## src/rtl/uart_tx_arbiter.sv

```systemverilog
// uart_tx_arbiter: round-robin, burst-locking arbiter that shares one uart_tx between two requesters.
// Rev 1.0
`default_nettype none

module uart_tx_arbiter #(
  parameter int TIMEOUT = 2048
) (
  input  logic       hwclk,
  input  logic       hwrst_n,
  input  logic       req0_valid,
  input  logic [7:0] req0_byte,
  input  logic       req0_last,
  output logic       req0_ready,
  input  logic       req1_valid,
  input  logic [7:0] req1_byte,
  input  logic       req1_last,
  output logic       req1_ready,
  output logic       tx_dv,
  output logic [7:0] tx_byte,
  input  logic       tx_done,
  output logic [1:0] grant,
  output logic       busy,
  output logic       timeout_err
);

  localparam int WDW = $clog2(TIMEOUT + 1);

  typedef enum logic [1:0] {
    IDLE      = 2'd0,
    ACCEPT    = 2'd1,
    FIRE      = 2'd2,
    WAIT_DONE = 2'd3
  } state_t;

  state_t         state_q, state_d;
  logic [1:0]     rst_sync_q;
  logic [1:0]     grant_q, grant_d;
  logic           prio_q, prio_d;
  logic [7:0]     byte_q, byte_d;
  logic           last_q, last_d;
  logic [WDW-1:0] wdog_q, wdog_d;
  logic           pick0;
  logic           handshake;
  logic           wdog_hit;

  // Release is synchronised; assertion stays asynchronous through hwrst_n.
  always_ff @(posedge hwclk or negedge hwrst_n) begin
    if (!hwrst_n) rst_sync_q <= 2'b00;
    else          rst_sync_q <= {rst_sync_q[0], 1'b1};
  end

  // prio_q = 1 means req1 is favoured.
  assign pick0     = prio_q ? !req1_valid : req0_valid;
  assign handshake = grant_q[1] ? req1_valid : req0_valid;
  assign wdog_hit  = (wdog_q == WDW'(TIMEOUT - 1));

  always_comb begin
    state_d     = state_q;
    grant_d     = grant_q;
    prio_d      = prio_q;
    byte_d      = byte_q;
    last_d      = last_q;
    wdog_d      = '0;
    req0_ready  = 1'b0;
    req1_ready  = 1'b0;
    tx_dv       = 1'b0;
    timeout_err = 1'b0;
    case (state_q)
      IDLE: begin
        if (req0_valid || req1_valid) begin
          grant_d = pick0 ? 2'b01 : 2'b10;
          state_d = ACCEPT;
        end
      end
      ACCEPT: begin
        req0_ready = grant_q[0];
        req1_ready = grant_q[1];
        if (handshake) begin
          byte_d  = grant_q[1] ? req1_byte : req0_byte;
          last_d  = grant_q[1] ? req1_last : req0_last;
          state_d = FIRE;
        end
      end
      FIRE: begin
        tx_dv   = 1'b1;
        state_d = WAIT_DONE;
      end
      WAIT_DONE: begin
        wdog_d = (wdog_q == WDW'(TIMEOUT)) ? wdog_q : wdog_q + WDW'(1);
        if (tx_done) begin
          if (last_q) begin
            grant_d = 2'b00;
            prio_d  = grant_q[0];
            state_d = IDLE;
          end else begin
            state_d = ACCEPT;
          end
        end else if (wdog_hit) begin
          timeout_err = 1'b1;
          grant_d     = 2'b00;
          prio_d      = grant_q[0];
          state_d     = IDLE;
        end
      end
      default: state_d = IDLE;
    endcase
  end

  // Until the release synchroniser fills, registers simply keep their reset values.
  always_ff @(posedge hwclk or negedge hwrst_n) begin
    if (!hwrst_n) begin
      state_q <= IDLE;
      grant_q <= 2'b00;
      prio_q  <= 1'b0;
      byte_q  <= 8'h00;
      last_q  <= 1'b0;
      wdog_q  <= '0;
    end else if (rst_sync_q[1]) begin
      state_q <= state_d;
      grant_q <= grant_d;
      prio_q  <= prio_d;
      byte_q  <= byte_d;
      last_q  <= last_d;
      wdog_q  <= wdog_d;
    end
  end

  assign tx_byte = byte_q;
  assign grant   = grant_q;
  assign busy    = (state_q != IDLE);

endmodule

`default_nettype wire
```

## config.mk

```make
export PLATFORM = sky130hd
export DESIGN_NAME = uart_tx_arbiter
export DESIGN_NICKNAME = d
export VERILOG_FILES = /design/src/rtl/uart_tx_arbiter.sv
export SDC_FILE = /design/constraint.sdc
export NUM_CORES = 1
export LEC_CHECK = 0
export CAP_MARGIN = 30
export CORE_MARGIN = 3
export CORE_UTILIZATION = 49
export DETAILED_ROUTE_END_ITERATION = 8
export PLACE_DENSITY = 0.83
export SLEW_MARGIN = 20
export SYNTH_ARGS = -nofsm -noshare
export SYNTH_HDL_FRONTEND = slang
export SYNTH_SLANG_ARGS = --single-unit
```

## constraint.sdc

```tcl
create_clock -name hwclk -period 2.4 [get_ports hwclk]
set_clock_uncertainty 0.05 [all_clocks]
set_input_delay 0.72 -clock hwclk [delete_from_list [all_inputs] [get_ports hwclk]]
set_output_delay 0.72 -clock hwclk [all_outputs]
set_load 0.03 [all_outputs]
```

==> impl_results.md <==
* Status: complete, no violations
* Achievable Freq at 429 MHz
* Sequential share of the synthesized area at 0.444
* Number of synthesized flops with an enable pin at 0
* Initial core utilization at 0.544
* Total negative setup slack at 0 ns
* RSZ-0062 raised after global routing: true
* Biggest area consumer among synthesized cells: dfrtp_1
* Synth Flop Type: dfrtp_1
* Drt first pass iters at 4
* IO Port Bufs at 37
* P per Cell Area at 961 nW/um2
* Drt drc at 0
* H-tree Lvls at 1
* 1st-iter DRT viols at 114
* Multi-input gate area at 827 um2
* Ant diodes at 0
* CP arrival at 1.56 ns
* CP Capture Type: primary output
* DR vias at 1,413
* Slew headroom at 0.664
* Count leader, synth: dfrtp_1
* Clock slew at reported path FFs at 0.15 ns
* Vias in the first global route at 1,387
* Post-Syn Nets at 199
* Worst hold path type: reg -> reg
* # rows at 19
* Mapped cell area at 1580 um2
* Ys Warns at 0
* VDD IR max at 0.668 mV
* Family with the most delay on the worst path: simple AND/OR/NAND/NOR gates
* Number of buffers created by CTS at 3
* Design area at 2050 um2
* Filler cells at 234
* Worst Tran Pin Value at 0.505 ns
* Clock Latency Late Sink at 0.33 ns
* Synth area leaders: dfrtp_1 (44%), mux2i_1 (7.0%), a21oi_1 (5.7%)
* Leakage at 0.854 nW
* CP bufs+invs at 1
* DRT antenna net count at 0
* Post-layout min period at 2.33 ns
* Initial antenna violation count at 0
* Final nets at 243
* Chip width at 62.7 um
* Cell chain of the critical path: ha_1 > nor2b_2 > nand4bb_1 > nor3_2 > buf_4
* Count of different cell masters after synthesis at 35
* Max-cap violations at 0
* Final Util at 0.708
* Synth Register Bits at 28
* Sink Count at 28
* CP Max Fanout at 4
* Synth Instances at 169
* GRT Resource Usage Total at 0.197
* GRT overflow at 0
* Chip Height at 62.7 um
* Routed WL at 3.58 mm
* CP Launch Type: register
* Worst EP required at 1.63 ns
* Clock root cell: clkbuf_4
* CP max stage cell: dfrtp_1
* Crit-path max cell delay at 0.41 ns
* Gp weighted congestion at 0.840
* Post-synth top cells: dfrtp_1 (28), a21oi_1 (18), nand2_1 (16), nor2_1 (16), mux2i_1 (11)
* Flip-flop and latch area at 701 um2
* Post-synth ARST share at 1.00
* Routed len/inst at 14.1 um
* Area of the core at 2900 um2
* Average size of a mapped cell at 9.33 um2
* Total power at 1.97 mW
* Hold Vio Cnt, Final at 0
* Endpoints failing setup at 0
* Slew Limit Fails at 0
* # IOs at 38
* Largest net degree at the start of global routing at 29
* Share of cells above drive strength 1 at 0.113
* Area after DPL at 2020 um2
* Worst R2R Path Depth at 5
* Via density per instance at 5.56
* Global-route wire length before repair at 6.31 mm
* Stages on worst setup path at 5
* WHS Path Cells at 0
* Hold Buf Count CTS at 0
* Die ar. at 3930 um2
* Area share of the largest cell type after synthesis at 0.444
* Clk buf depth at 2
* Tcrit/Tclk final at 0.971
* Worst Setup Path Type: reg -> out
* Pre-CTS setup slack at 0.0591 ns
* Final Worst Setup Slack at 0.0691 ns
* CTS tree: yes
* Final HPWL from detailed placement at 2.74 mm
* Area Overhead vs Synth at 30.3%
==> area by class of cell <==
class	count	share of cell area
inverters	9	0.0164
well taps	42	0.0256
flip-flops and latches	28	0.341
multi-input cells	127	0.403
clock buffers	4	0.0177
repair buffers	44	0.197
==> registers in the layout, indices dropped and copies added, names as in the netlist <==
register    count
tx_byte         8
prio_q          1
grant           2
wdog_q         12
last_q          1
state_q         2
rst_sync_q      2
==> logic make-up after synthesis <==
group	synth area share
compound gates	0.160
mux	0.0841
simple gates	0.214
buf+inv	0.0389
flops	0.444
other cells	0.00238
fa+ha+maj	0.0556
==> path summary, 6_finish.rpt <==
path,slack [ns],end,startpoint
setup / recovery,0.07,timeout_err,wdog_q[1]$_DFFE_PN0P_
hold / removal,0.33,rst_sync_q[1]$_DFF_PN0_,rst_sync_q[0]$_DFF_PN0_
setup reg to reg,0.32,wdog_q[7]$_DFFE_PN0P_,wdog_q[4]$_DFFE_PN0P_
hold reg to reg,0.33,rst_sync_q[1]$_DFF_PN0_,rst_sync_q[0]$_DFF_PN0_
max in group asynchronous,1.35,wdog_q[10]$_DFFE_PN0P_,hwrst_n
min in group asynchronous,0.69,wdog_q[8]$_DFFE_PN0P_,hwrst_n
==> worst register-to-register path, stage by stage (launching register included) <==
cell and delay, ns:
dfrtp_1 0.48, or4_1 0.59, o31ai_4 0.53, nor3_1 0.10, a21oi_1 0.15, o2bb2ai_1 0.09
==> timing repair <==
item	4_1_cts	5_1_grt
pin swaps	0	1
resized for setup	7	9
setup buffers	0	0
endpoints found under the setup margin	5	4
endpoints found under the hold margin	0	0
==> metrics by stage <==
step	hold slack, ns	std cells
floorplan	0.281	169
global placement	0.286	250
detailed placement	0.298	250
CTS	0.331	254
global route	0.335	254
finish	0.327	254
==> power breakdown <==
part	internal (mW)	switching, mW	leakage (nW)
clock	0.0930	0.136	0.0210
combinational	0.446	0.603	0.480
sequential	0.601	0.0962	0.353
==> placed cells by master, fill, tap and decap left out, types with 2 or more instances in the layout <==
cell	instances
nor2_1	16
buf_4	8
o311ai_0	2
and2_1	4
ha_2	2
inv_1	8
ha_1	5
clkdlybuf4s50_1	32
or4_1	2
nor3_1	9
a21oi_1	18
a32o_1	2
mux2i_1	11
o21ai_0	4
nand3_1	10
o2bb2ai_1	7
dfrtp_1	28
mux2_2	2
nand2_1	16
clkbuf_2	2
nand4_1	2
or3_1	2
clkbuf_4	3
==> metal layers <==
layer  routed length, um  part of all wire  GRT usage  up-vias
li1                    -                 -          -      697
met1                1520              0.42      0.249      663
met2                1740              0.48      0.322       46
met3                 249             0.069     0.0450        7
met4                  78             0.022     0.0854        0
met5                   0                 0          0        -
Power figures use the tool's default switching activity.
